**config.mk**
```make
export PLATFORM = sky130hd
export DESIGN_NAME = ov7670_sccb_config
export DESIGN_NICKNAME = d
export VERILOG_FILES = /design/src/rtl/ov7670_pkg.sv /design/src/rtl/ov7670_reg_rom.sv /design/src/rtl/ov7670_sccb_config.sv
export SDC_FILE = /design/constraint.sdc
export NUM_CORES = 1
export LEC_CHECK = 0
export ABC_CLOCK_PERIOD_IN_PS = 2400
export CAP_MARGIN = 20
export CORE_MARGIN = 2
export CORE_UTILIZATION = 29
export CTS_CLUSTER_DIAMETER = 30
export CTS_CLUSTER_SIZE = 40
export DETAILED_ROUTE_END_ITERATION = 8
export PLACE_DENSITY_LB_ADDON = 0.2
export REMOVE_ABC_BUFFERS = 1
export SYNTH_ARGS = -nofsm -noshare
export SYNTH_HDL_FRONTEND = slang
export SYNTH_SLANG_ARGS = --single-unit
```
**constraint.sdc**
```tcl
create_clock -name clk -period 2.4 [get_ports clk]
set_clock_uncertainty 0.2 [all_clocks]
set_input_delay 0.36 -clock clk [delete_from_list [all_inputs] [get_ports clk]]
set_output_delay 0.36 -clock clk [all_outputs]
set_load 0.05 [all_outputs]
```
**src/rtl/ov7670_pkg.sv**
```systemverilog
// ----------------------------------------------------------------------------
// ov7670_pkg
// Shared constants and types for the OV7670 SCCB power-up configuration
// controller.
//   SCCB_WR_ID    : 8-bit SCCB write address of the OV7670 (0x42)
//   N_REGS        : number of entries in the configuration table
//   REG_*         : addresses of the sensor registers the table names
//   FRAME_BITS    : bit slots in one SCCB 3-phase write
//   sccb_state_t  : controller FSM states
//   sccb_frame()  : packs a {addr,data} table entry into the 27-slot frame
// ----------------------------------------------------------------------------
package ov7670_pkg;

    localparam logic [7:0] SCCB_WR_ID = 8'h42;
    localparam int         N_REGS     = 10;
    localparam int         FRAME_BITS = 27;

    localparam logic [7:0] REG_COM7   = 8'h12;
    localparam logic [7:0] REG_CLKRC  = 8'h11;
    localparam logic [7:0] REG_TSLB   = 8'h3A;
    localparam logic [7:0] REG_COM13  = 8'h3D;

    typedef enum logic [2:0] {
        BOOT_WAIT,
        LOAD,
        START,
        BITS,
        STOP,
        WAIT,
        DONE
    } sccb_state_t;

    // Released (don't-care) slots are encoded as 1 so the driver simply
    // lets go of SIOD there (oe = ~bit).
    function automatic logic [FRAME_BITS-1:0] sccb_frame(input logic [15:0] entry);
        return {SCCB_WR_ID, 1'b1, entry[15:8], 1'b1, entry[7:0], 1'b1};
    endfunction

endpackage

```
**src/rtl/ov7670_reg_rom.sv**
```systemverilog
// ----------------------------------------------------------------------------
// ov7670_reg_rom
// Configuration table: QVGA, YUV 4:2:2, Y U Y V ordering.
// Ports:
//   idx_i   [5:0]  table index
//   entry_o [15:0] {register address, register data}; 16'hFFFF past the end
// ----------------------------------------------------------------------------
module ov7670_reg_rom
    import ov7670_pkg::*;
(
    input  logic [5:0]  idx_i,
    output logic [15:0] entry_o
);

    always_comb begin
        entry_o = 16'hFFFF;
        case (idx_i)
            6'd0:    entry_o = {REG_COM7,  8'h80};  // soft reset, must stay first
            6'd1:    entry_o = {REG_COM7,  8'h10};  // QVGA, YUV
            6'd2:    entry_o = {REG_CLKRC, 8'h01};
            6'd3:    entry_o = {REG_TSLB,  8'h04};  // bit 3 = 0 -> Y U Y V order
            6'd4:    entry_o = {REG_COM13, 8'h88};  // bit 0 = 0 -> Y U Y V order
            6'd5:    entry_o = 16'h0C04;
            6'd6:    entry_o = 16'h3E19;
            6'd7:    entry_o = 16'h7211;
            6'd8:    entry_o = 16'h73F1;
            6'd9:    entry_o = 16'h40C0;
            default: entry_o = 16'hFFFF;
        endcase
    end

endmodule

```
**src/rtl/ov7670_sccb_config.sv**
```systemverilog
// ----------------------------------------------------------------------------
// ov7670_sccb_config
// Power-up configuration controller for the OV7670. After reset it waits,
// then writes every table entry over SCCB (write-only, ACK ignored) and
// raises cfg_done. Runs on the system clock.
// Ports:
//   clk       system clock
//   rst_n     asynchronous active-low reset
//   restart   one-cycle pulse, reruns the table; honoured only in DONE
//   sioc      SCCB clock (push-pull)
//   siod_oe   1 = pull SIOD low, 0 = release
//   siod_in   SIOD pad readback, observed only
//   busy      high from boot wait until the table completes
//   cfg_done  high once the last entry has been written
//   reg_idx   table entry currently in flight
// ----------------------------------------------------------------------------
module ov7670_sccb_config
    import ov7670_pkg::*;
#(
    parameter int CLK_HZ         = 48_000_000,
    parameter int SCCB_HZ        = 100_000,
    parameter int BOOT_WAIT_CYC  = 48_000,
    parameter int SWRST_WAIT_CYC = 48_000,
    parameter int GAP_CYC        = 480
)
(
    input  logic       clk,
    input  logic       rst_n,
    input  logic       restart,
    output logic       sioc,
    output logic       siod_oe,
    input  logic       siod_in,
    output logic       busy,
    output logic       cfg_done,
    output logic [5:0] reg_idx
);

    // Quarter-bit divider
    localparam int DIV_RAW = CLK_HZ / (4 * SCCB_HZ);
    localparam int DIV     = (DIV_RAW < 1) ? 1 : DIV_RAW;
    localparam int DIV_W   = (DIV > 1) ? $clog2(DIV) : 1;
    localparam logic [DIV_W-1:0] DIV_LAST = DIV_W'(DIV - 1);

    // One wait counter serves boot, post-soft-reset and inter-write gaps
    localparam int WAIT_MAX_A = (BOOT_WAIT_CYC > SWRST_WAIT_CYC) ? BOOT_WAIT_CYC : SWRST_WAIT_CYC;
    localparam int WAIT_MAX   = (WAIT_MAX_A > GAP_CYC) ? WAIT_MAX_A : GAP_CYC;
    localparam int WAIT_W     = $clog2(WAIT_MAX + 1);
    localparam logic [WAIT_W-1:0] BOOT_LAST  = WAIT_W'(BOOT_WAIT_CYC - 1);
    localparam logic [WAIT_W-1:0] SWRST_LAST = WAIT_W'(SWRST_WAIT_CYC - 1);
    localparam logic [WAIT_W-1:0] GAP_LAST   = WAIT_W'(GAP_CYC - 1);

    localparam logic [5:0] LAST_IDX = 6'(N_REGS - 1);
    localparam logic [4:0] LAST_BIT = 5'(FRAME_BITS - 1);

    logic [DIV_W-1:0]      div_cnt_q, div_cnt_d;
    logic                  tick;

    sccb_state_t           state_q;
    logic                  sioc_q;
    logic                  siod_oe_q;
    logic                  busy_q;
    logic                  cfg_done_q;
    logic [5:0]            reg_idx_q;
    logic [WAIT_W-1:0]     wait_cnt_q;
    logic [4:0]            bit_cnt_q;
    logic [1:0]            qtr_q;
    logic [FRAME_BITS-1:0] frame_q;
    logic [1:0]            siod_sync_q;
    logic                  nack_q;

    logic [15:0]           rom_entry;
    logic [WAIT_W-1:0]     wait_last;
    logic                  ack_slot;

    ov7670_reg_rom u_rom (
        .idx_i   (reg_idx_q),
        .entry_o (rom_entry)
    );

    // Free-running divider; every bus edge is aligned to its tick
    always_comb begin
        div_cnt_d = div_cnt_q + 1'b1;
        if (div_cnt_q == DIV_LAST) begin
            div_cnt_d = '0;
        end
    end

    assign tick = (div_cnt_q == DIV_LAST);

    always_ff @(posedge clk or negedge rst_n) begin
        if (!rst_n) begin
            div_cnt_q <= '0;
        end else begin
            div_cnt_q <= div_cnt_d;
        end
    end

    // The sensor needs a much longer settle time after the COM7 soft reset
    assign wait_last = (reg_idx_q == 6'd0) ? SWRST_LAST : GAP_LAST;

    // Slots 9/18/27 are where the sensor would acknowledge
    assign ack_slot  = (bit_cnt_q == 5'd8) || (bit_cnt_q == 5'd17) || (bit_cnt_q == 5'd26);

    always_ff @(posedge clk or negedge rst_n) begin
        if (!rst_n) begin
            state_q     <= BOOT_WAIT;
            sioc_q      <= 1'b1;
            siod_oe_q   <= 1'b0;
            busy_q      <= 1'b0;
            cfg_done_q  <= 1'b0;
            reg_idx_q   <= '0;
            wait_cnt_q  <= '0;
            bit_cnt_q   <= '0;
            qtr_q       <= '0;
            frame_q     <= '0;
            siod_sync_q <= 2'b11;
            nack_q      <= 1'b0;
        end else begin
            siod_sync_q <= {siod_sync_q[0], siod_in};

            case (state_q)
                BOOT_WAIT: begin
                    busy_q    <= 1'b1;
                    sioc_q    <= 1'b1;
                    siod_oe_q <= 1'b0;
                    if (wait_cnt_q == BOOT_LAST) begin
                        wait_cnt_q <= '0;
                        state_q    <= LOAD;
                    end else begin
                        wait_cnt_q <= wait_cnt_q + 1'b1;
                    end
                end

                LOAD: begin
                    frame_q   <= sccb_frame(rom_entry);
                    bit_cnt_q <= '0;
                    qtr_q     <= '0;
                    nack_q    <= 1'b0;
                    state_q   <= START;
                end

                // SIOD falls while SIOC is high, then SIOC drops
                START: begin
                    if (tick) begin
                        if (qtr_q == 2'd0) begin
                            siod_oe_q <= 1'b1;
                            qtr_q     <= 2'd1;
                        end else begin
                            sioc_q    <= 1'b0;
                            qtr_q     <= 2'd0;
                            bit_cnt_q <= '0;
                            state_q   <= BITS;
                        end
                    end
                end

                // Data changes at q0 with SIOC low; SIOC high for q2..q3
                BITS: begin
                    if (tick) begin
                        qtr_q <= qtr_q + 2'd1;
                        case (qtr_q)
                            2'd0: begin
                                sioc_q    <= 1'b0;
                                siod_oe_q <= ~frame_q[FRAME_BITS-1];
                            end
                            2'd1: sioc_q <= 1'b0;
                            2'd2: sioc_q <= 1'b1;
                            default: begin
                                sioc_q  <= 1'b1;
                                frame_q <= {frame_q[FRAME_BITS-2:0], 1'b0};
                                // Debug only: a high SIOD in an ACK slot is a NACK
                                if (ack_slot) begin
                                    nack_q <= nack_q | siod_sync_q[1];
                                end
                                if (bit_cnt_q == LAST_BIT) begin
                                    bit_cnt_q <= '0;
                                    state_q   <= STOP;
                                end else begin
                                    bit_cnt_q <= bit_cnt_q + 5'd1;
                                end
                            end
                        endcase
                    end
                end

                // SIOD low with SIOC low, raise SIOC, then release SIOD
                STOP: begin
                    if (tick) begin
                        case (qtr_q)
                            2'd0: begin
                                sioc_q    <= 1'b0;
                                siod_oe_q <= 1'b1;
                                qtr_q     <= 2'd1;
                            end
                            2'd1: begin
                                sioc_q <= 1'b1;
                                qtr_q  <= 2'd2;
                            end
                            default: begin
                                siod_oe_q  <= 1'b0;
                                qtr_q      <= '0;
                                wait_cnt_q <= '0;
                                state_q    <= WAIT;
                            end
                        endcase
                    end
                end

                WAIT: begin
                    if (wait_cnt_q == wait_last) begin
                        wait_cnt_q <= '0;
                        if (reg_idx_q == LAST_IDX) begin
                            cfg_done_q <= 1'b1;
                            busy_q     <= 1'b0;
                            state_q    <= DONE;
                        end else begin
                            reg_idx_q <= reg_idx_q + 6'd1;
                            state_q   <= LOAD;
                        end
                    end else begin
                        wait_cnt_q <= wait_cnt_q + 1'b1;
                    end
                end

                // restart is only looked at here, so it is ignored while busy
                DONE: begin
                    if (restart) begin
                        cfg_done_q <= 1'b0;
                        busy_q     <= 1'b1;
                        reg_idx_q  <= '0;
                        wait_cnt_q <= '0;
                        state_q    <= BOOT_WAIT;
                    end
                end

                default: begin
                    state_q <= BOOT_WAIT;
                end
            endcase
        end
    end

    assign sioc     = sioc_q;
    assign siod_oe  = siod_oe_q;
    assign busy     = busy_q;
    assign cfg_done = cfg_done_q;
    assign reg_idx  = reg_idx_q;

endmodule
```
==> results of run 1 <==
==> worst max-delay path: stages, from the launching register on <==
cell      delay (ns)
dfrtp_1         0.37
or4_4           0.55
a311oi_2        0.24
o21ai_2         0.12
buf_6           0.14
a211oi_4        0.29
nand4_1         0.17
mux2i_1         0.16
==> final timing paths <==
path / start / endpoint / slack [ns] / cells past startpoint
worst max register to register: wait_cnt_q[9] / reg_idx[4] / 0.04 / 7
min in group asynchronous: rst_n / frame_q[15] / 0.32 / 2
worst min register to register: bit_cnt_q[4] / bit_cnt_q[4] / 0.27 / 1
max in group asynchronous: rst_n / wait_cnt_q[13] / 1.02 / 3
worst max-delay path: wait_cnt_q[9] / reg_idx[4] / 0.04 / 7
worst min-delay path: bit_cnt_q[4] / bit_cnt_q[4] / 0.27 / 1
==> report_power, final <==
| group | switching, mW | internal, mW | leakage (nW) |
|---|---|---|---|
| sequential | 0 | 1.18 | 0.908 |
| combinational | 0.0269 | 0.00879 | 1.21 |
| clock | 0.476 | 0.829 | 0.147 |
| total | 0.503 | 2.02 | 2.26 |
==> metrics by stage <==
| stage | cell area [um^2] | hold WS [ns] |
|---|---|---|
| 6_report | 5120 | 0.268 |
| 5_1_grt | 5120 | 0.303 |
| 4_1_cts | 5000 | 0.272 |
| 3_5_place_dp | 4670 | 0.161 |
| 3_3_place_gp | 4670 | 0.160 |
| 2_1_floorplan | 3900 | -0.136 |
==> registers in the layout, indices dropped and copies added, names as in the netlist <==
name and flops:
state_q 3, wait_cnt_q 16, bit_cnt_q 5, cfg_done 1
frame_q 27, qtr_q 2, siod_oe 1, busy 1
sioc 1, reg_idx 6, div_cnt_q 7
==> layer usage <==
layer / vias up / wire, um
li1: 1791 / -
met1: 1656 / 4860
met2: 58 / 4540
met3: 17 / 275
met4: 0 / 199
met5: - / 0
==> kinds of logic after synthesis <==
kind of cell               Yosys count
xor gates and xnor gates             9
adders and majority gates           15
AOI/OAI and AO/OA                  138
and+or+nand+nor                    195
DFF                                 70
buffers and inverters               42
muxes                                4
==> cell usage after synthesis (2+ instances only) <==
| cell | count |
|---|---|
| a21boi_0 | 2 |
| a21oi_1 | 22 |
| a221o_1 | 2 |
| a22o_1 | 3 |
| a311oi_2 | 2 |
| a31oi_1 | 4 |
| a32oi_1 | 2 |
| and3_1 | 5 |
| and3_2 | 2 |
| buf_1 | 2 |
| buf_2 | 2 |
| buf_6 | 2 |
| clkbuf_1 | 17 |
| clkbuf_8 | 2 |
| dfrtp_1 | 69 |
| ha_1 | 15 |
| inv_1 | 16 |
| mux2i_1 | 4 |
| nand2_1 | 82 |
| nand2b_1 | 5 |
| nand3_1 | 18 |
| nand4_1 | 5 |
| nor2_1 | 39 |
| nor2b_1 | 4 |
| nor3_1 | 13 |
| nor4_1 | 2 |
| o21a_1 | 4 |
| o21ai_0 | 68 |
| o221ai_1 | 2 |
| o22ai_1 | 5 |
| o31ai_1 | 2 |
| o32ai_1 | 4 |
| or2_2 | 4 |
| or3_1 | 4 |
| or3b_2 | 2 |
| xnor2_1 | 6 |
| xor2_1 | 3 |
==> what timing repair did <==
action,in CTS,in global routing
hold buffers,1,0
buffers inserted,2,7
gates resized for setup,2,20
endpoints found under the setup margin,10,49
pin swaps,5,4
hold endpoints to repair,17,0
gates cloned,0,1
==> layout make-up <==
cell class	instances	area (um^2)	area share, %
Tap cell	180	225	4.40
Sequential cell	70	1750	34.2
Multi-Input combinational cell	361	2150	41.9
Clock buffer	14	294	5.74
Timing Repair Buffer	75	639	12.5
Inverter	17	63.8	1.25
==> summary.md, run 1 <==
| Metric | Value |
|---|---|
| Adder-cell share of the synthesized area | 4.65% |
| Relative slew slack | 65.9% |
| Share of layout cells above drive strength 1 | 20.3% |
| Multiplexer area fraction after synthesis | 0.993% |
| Sequential area share after synthesis | 43.5% |
| Core Util, Final | 37.3% |
| First-pass GRT wire length | 16.4 mm |
| Die span in y | 122 um |
| Placer congestion estimate | 0.842 |
| Die ar. | 14900 um^2 |
| Critical path class | flop to flop |
| Distinct cells, synth | 65 |
| Period utilisation layout | 98.2% |
| Area leader, netlist | dfrtp_1 |
| Met3 usage | 3.09% |
| Combinational family with the most area after synthesis | simple AND/OR/NAND/NOR gates |
| H-tree levels | 3 |
| Number of max-cap violations | 0 |
| Critical path arrival | 2.37 ns |
| Worst slew pin tran | 0.511 ns |
| Initial antenna violation count | 0 |
| Worst-path clk slew | 0.05 ns |
| Cell Pwr Density | 492 nW/um^2 |
| Synth Instances | 473 |
| #FFs+latches synth | 70 |
| Most common cell after layout, fill and taps aside | nand2_1 |
| Number of I/O port buffers | 12 |
| Core area | 13700 um^2 |
| CTS sink count | 70 |
| Global-route usage over all layers | 14.2% |
| GR Layer Usage met2 | 21.8% |
| Final ANT Viol Nets | 0 |
| Vias per cell | 4.91 |
| DP Wirelength | 7.09 mm |
| Most frequent cells in the layout | nand2_1, dfrtp_1, o21ai_0 |
| Starting DRC count in detailed routing | 223 |
| Post-route minimum period | 2.36 ns |
| Layout area overhead | 27.0% |
| Synth Area in Compound Gates | 21.5% |
| Area contributors post-synth | dfrtp_1, o21ai_0, nand2_1 |
| Setup TNS | 0 ns |
| CTS max path bufs | 2 |
| Busiest grt layer | met2 |
| Primary FF master, synth | dfrtp_1 |
| Synth top area share | 42.8% |
| GR Util met1 | 19.3% |
| HP Class | flop to flop |
| Status | complete, no violations |
| Max-slew violation count | 0 |
| Worst EP required | 2.42 ns |
| Maximum fanout along the worst path | 4 |
| Gr ovfl total | 0 |
| Crit path launch type | flop |
| First-pass DRT Iterations | 4 |
| Simple-Gate Fraction of Synth Area | 22.6% |
| Drt drc | 0 |
| Final setup vio count | 0 |
| Placed cell count | 692 |
| Vias | 3522 |
| Post-Syn Area | 4030 um^2 |
| Pin count of the biggest net entering global routing | 35 |
| Final WS setup | 0.0427 ns |
| RSZ-0062 raised after global routing | true |
| Ports | 14 |
| Asr flop ratio synth | 100% |
| TritonCTS clock tree | built |
| Inserted Diodes | 0 |
| Final nets | 553 |
| Post-synth EDFFs | 0 |
| Count of non-filler cells in the finished layout | 717 |
| Vias in the first global route | 3351 |
| Die Wd | 122 um |
| Filler Cell Count | 1420 |
| Max Fclk | 0.424 GHz |
| Leakage | 2.26 nW |
| Synthesized area per cell | 8.53 um^2 |
| Final hold violation count | 0 |
| Root buf cell | clkbuf_16 |
| Worst vdd ir | 322 uV |
| YS warnings | 0 |
| Worst-Skew Late Latency | 0.34 ns |
| Worst Setup End Kind | flop |
| Initial core utilization | 29.4% |
| Drt wl/cell | 13.8 um |
| Setup Slack @ Placement | -0.284 ns |
| Total Power | 2.52 mW |
| Final wirelength | 9.88 mm |
| Post-Synth XOR/XNOR Area | 1.95% |
| CTS buffer count | 9 |
| Row cnt | 43 |
Power figures use the tool's default switching activity.
==> run 2: changes to the inputs <==
--- a/config.mk
+++ b/config.mk
@@ -5,6 +5,7 @@
 export SDC_FILE = /design/constraint.sdc
 export NUM_CORES = 1
 export LEC_CHECK = 0
+export ABC_AREA = 1
 export ABC_CLOCK_PERIOD_IN_PS = 2400
 export CAP_MARGIN = 20
 export CORE_MARGIN = 2
@@ -12,6 +13,7 @@
 export CTS_CLUSTER_DIAMETER = 30
 export CTS_CLUSTER_SIZE = 40
 export DETAILED_ROUTE_END_ITERATION = 8
+export MAX_ROUTING_LAYER = met4
 export PLACE_DENSITY_LB_ADDON = 0.2
 export REMOVE_ABC_BUFFERS = 1
 export SYNTH_ARGS = -nofsm -noshare
==> run 2 against run 1 <==
  * Area after synthesis increased by 1.8%
  * Final cell count grew 0.70%
  * Routed wire length is 7.1% lower
  * Register-to-register slack better by 0.18 ns
==> summary.md, run 2 <==
| Metric | Value |
|---|---|
| Cell Pwr Density | 562 nW/um^2 (was 492 nW/um^2) |
| Max-slew violation count | 0 (unchanged) |
| Share of layout cells above drive strength 1 | 15.7% (was 20.3%) |
| Layout Cell Area excl Fill | 4850 um^2 (was 5120 um^2) |
| Initial core utilization | 29.6% (was 29.4%) |
| Worst vdd ir | 336 uV (was 322 uV) |
| Total Power | 2.73 mW (was 2.52 mW) |
| Vias in the first global route | 3411 (was 3351) |
| #FFs+latches synth | 70 (unchanged) |
| Max reg flops | 27 (unchanged) |
| Leakage | 2.26 nW (about the same) |
| Number of I/O port buffers | 12 (unchanged) |
| Die Wd | 123 um (was 122 um) |
| Crit path launch type | flop (unchanged) |
| Critical path arrival | 1.69 ns (was 2.37 ns) |
| Worst slew pin tran | 0.537 ns (was 0.511 ns) |
| Register share of total power | 43.3% (was 46.9%) |
| Placer congestion estimate | 0.860 (was 0.842) |
| Max Fclk | 0.445 GHz (was 0.424 GHz) |
| Setup Slack @ Placement | 0.138 ns (was -0.284 ns) |
| Inserted Diodes | 0 (unchanged) |
| Final wirelength | 9.18 mm (was 9.88 mm) |
| Most frequent cells after synthesis | nand2_1, dfrtp_1, nor2_1, inv_1, o21ai_0 (was nand2_1, dfrtp_1, o21ai_0, nor2_1, a21oi_1) |
| Drt wl/cell | 12.7 um (was 13.8 um) |
| Vias | 3369 (was 3522) |
| Die ar. | 15100 um^2 (was 14900 um^2) |
| Primary FF master, synth | dfrtp_1 (unchanged) |
| Global-route usage over all layers | 13.9% (was 14.2%) |
| Count of non-filler cells in the finished layout | 722 (was 717) |
| Post-route minimum period | 2.25 ns (was 2.36 ns) |
| TritonCTS clock tree | built (unchanged) |
| Starting DRC count in detailed routing | 292 (was 223) |
| Layout area overhead | 18.1% (was 27.0%) |
| Worst EP required | 1.84 ns (was 2.42 ns) |
| HP Class | flop to flop (unchanged) |
| Asr flop ratio synth | 100% (unchanged) |
| Number of max-cap violations | 0 (unchanged) |
| Post-Syn Area | 4110 um^2 (was 4030 um^2) |
| First-pass DRT Iterations | 4 (unchanged) |
| Area leader, netlist | dfrtp_1 (unchanged) |
| H-tree levels | 3 (unchanged) |
| Area contributors post-synth | dfrtp_1, nand2_1, nor2_1 (was dfrtp_1, o21ai_0, nand2_1) |
| Internal power | 2.20 mW (was 2.02 mW) |
| Worst-path clk slew | 0.06 ns (was 0.05 ns) |
| Relative slew slack | 64.1% (was 65.9%) |
| Post-synth EDFFs | 0 (unchanged) |
| Most flops, register | frame_q (unchanged) |
| Synth Instances | 510 (was 473) |
| CTS max path bufs | 2 (unchanged) |
| Top Metal Used | met4 (unchanged) |
| Comb pwr share | 1.1% (was 1.4%) |
| Die span in y | 123 um (was 122 um) |
| Sw frac | 19.5% (was 19.9%) |
| Critical path class | flop to primary output (was flop to flop) |
| Worst Setup End Kind | primary output (was flop) |
| Largest registers | frame_q: 27 flops, wait_cnt_q: 16 flops, div_cnt_q: 7 flops (unchanged) |
| Final WS setup | 0.154 ns (was 0.0427 ns) |
| Met2 wire length | 4.06 mm (was 4.54 mm) |
| CTS sink count | 70 (unchanged) |
| Ports | 14 (unchanged) |
| Drt drc | 0 (unchanged) |
| Synthesized area per cell | 8.05 um^2 (was 8.53 um^2) |
| Synth top area share | 42.0% (was 42.8%) |
| Post-Route M1 WL | 4.81 mm (was 4.86 mm) |
| Most frequent cell after synthesis | nand2_1 (unchanged) |
| Final setup vio count | 0 (unchanged) |
| Initial antenna violation count | 0 (unchanged) |
| Sw Pwr | 531 uW (was 503 uW) |
| Pin count of the biggest net entering global routing | 71 (was 35) |
| Met3 routed WL | 251 um (was 275 um) |
| Status | complete, no violations (unchanged) |
| Maximum fanout along the worst path | 2 (was 4) |
| Gr ovfl total | 0 (unchanged) |
| Row cnt | 43 (unchanged) |
| Worst-Skew Late Latency | 0.33 ns (was 0.34 ns) |
| Clock Power Share | 55.6% (was 51.7%) |
| Vias per cell | 4.67 (was 4.91) |
| YS warnings | 0 (unchanged) |
| Most frequent cells in the layout | nand2_1, dfrtp_1, nor2_1 (was nand2_1, dfrtp_1, o21ai_0) |
| Final ANT Viol Nets | 0 (unchanged) |
| Distinct cells, synth | 49 (was 65) |
| CTS buffer count | 9 (unchanged) |
| Core area | 13900 um^2 (was 13700 um^2) |
| Setup TNS | 0 ns (unchanged) |
| CP top delay family | buffers and inverters (was simple AND/OR/NAND/NOR gates) |
| Final hold violation count | 0 (unchanged) |
| Period utilisation layout | 93.6% (was 98.2%) |
| Worst path cell trace | clkdlybuf4s50_1 (was or4_4 -> a311oi_2 -> o21ai_2 -> buf_6 -> a211oi_4 -> nand4_1 -> mux2i_1) |
| Placed cell count | 702 (was 692) |
| First-pass GRT wire length | 16.4 mm (about the same) |
| Largest stage delay, worst path | 0.83 ns (was 0.55 ns) |
| Worst path bufs/invs | 1 (unchanged) |
| Dpl cell area | 4460 um^2 (was 4670 um^2) |
| R2r setup slk | 0.22 ns (was 0.04 ns) |
| Final nets | 557 (was 553) |
| Root buf cell | clkbuf_16 (unchanged) |
| DP Wirelength | 6.47 mm (was 7.09 mm) |
| Most common cell after layout, fill and taps aside | nand2_1 (unchanged) |
| Sequential area share after synthesis | 42.7% (was 43.5%) |
| Slowest cell on crit path | clkdlybuf4s50_1 (was or4_4) |
| RSZ-0062 raised after global routing | false (was true) |
-- run 2: cell types whose count changed after synthesis, moves of 7 or more --
| cell | before | now |
|---|---|---|
| nand2_2 | 0 | 7 |
| nand2_1 | 82 | 112 |
| inv_2 | 0 | 8 |
| xor2_1 | 3 | 10 |
| nor2_2 | 0 | 11 |
| nor2_1 | 39 | 63 |
| clkbuf_1 | 17 | 1 |
| inv_1 | 16 | 46 |
| o21ai_0 | 68 | 28 |
-- run 2: power by group through the flow --
stage                     Sequential, mW  Clock [mW]  Combinational (mW)
final                               1.18        1.52              0.0304
after global routing                1.18        1.61              0.0369
after CTS                           1.18        1.57              0.0335
after detailed placement            1.20           0              0.0324
after global placement              1.20           0              0.0317
after floorplan                     1.20           0           0.0000556
-- run 2: layer usage --
layer | vias to the layer above | GRT usage [%]
met5 | - | -
met2 | 44 | 20.5
met3 | 5 | 3.18
met4 | 0 | 3.55
met1 | 1579 | 19.5
li1 | 1741 | -
-- run 2: cells by family (layout without fill, tap and decap cells) --
family | after synthesis | in the layout | synth area share (%)
flops | 70 | 70 | 42.7
compound gates | 94 | 94 | 14.7
mux | 1 | 1 | 0.244
buf+inv | 68 | 100 | 7.16
fa+ha+maj | 15 | 15 | 4.57
xor+xnor | 12 | 12 | 2.56
simple gates | 250 | 250 | 28.1
-- run 2: cell type report --
cell class                 count  area, um^2
clock buffer                   9         225
clock inverter                 6         111
fill                        1505        9030
inverter                      57         219
multi-input combinational    372        2060
sequential                    70        1750
tap                          180         225
timing repair buffer          28         250
-- run 2: final timing paths --
check / from / end / cells past startpoint
worst max-delay path: sioc / sioc / 1
worst min-delay path: div_cnt_q[0] / div_cnt_q[0] / 1
worst max register to register: qtr_q[0] / wait_cnt_q[8] / 10
worst min register to register: div_cnt_q[0] / div_cnt_q[0] / 1
max in group asynchronous: rst_n / sioc / 3
min in group asynchronous: rst_n / reg_idx[0] / 3
-- run 2: repair_timing --
item,in CTS,in global routing
hold buffers,1,0
gates resized for setup,0,3
hold endpoints to repair,69,0
buffers inserted,0,4
endpoints found under the setup margin,0,16
-- run 2: per-stage QoR --
step	hold slack, ns	utilization [%]
after global placement	0.219	32.2
final	0.279	34.9
after detailed placement	0.226	32.2
after floorplan	-0.136	-
after global routing	0.303	34.9
after CTS	0.290	34.7
==> run 3: changes to the inputs <==
--- a/config.mk
+++ b/config.mk
@@ -16,6 +16,7 @@
 export MAX_ROUTING_LAYER = met4
 export PLACE_DENSITY_LB_ADDON = 0.2
 export REMOVE_ABC_BUFFERS = 1
+export SLEW_MARGIN = 40
 export SYNTH_ARGS = -nofsm -noshare
 export SYNTH_HDL_FRONTEND = slang
 export SYNTH_SLANG_ARGS = --single-unit
==> results of run 3 <==
No change in the layout: final DEF, timing and power equal those of run 2.
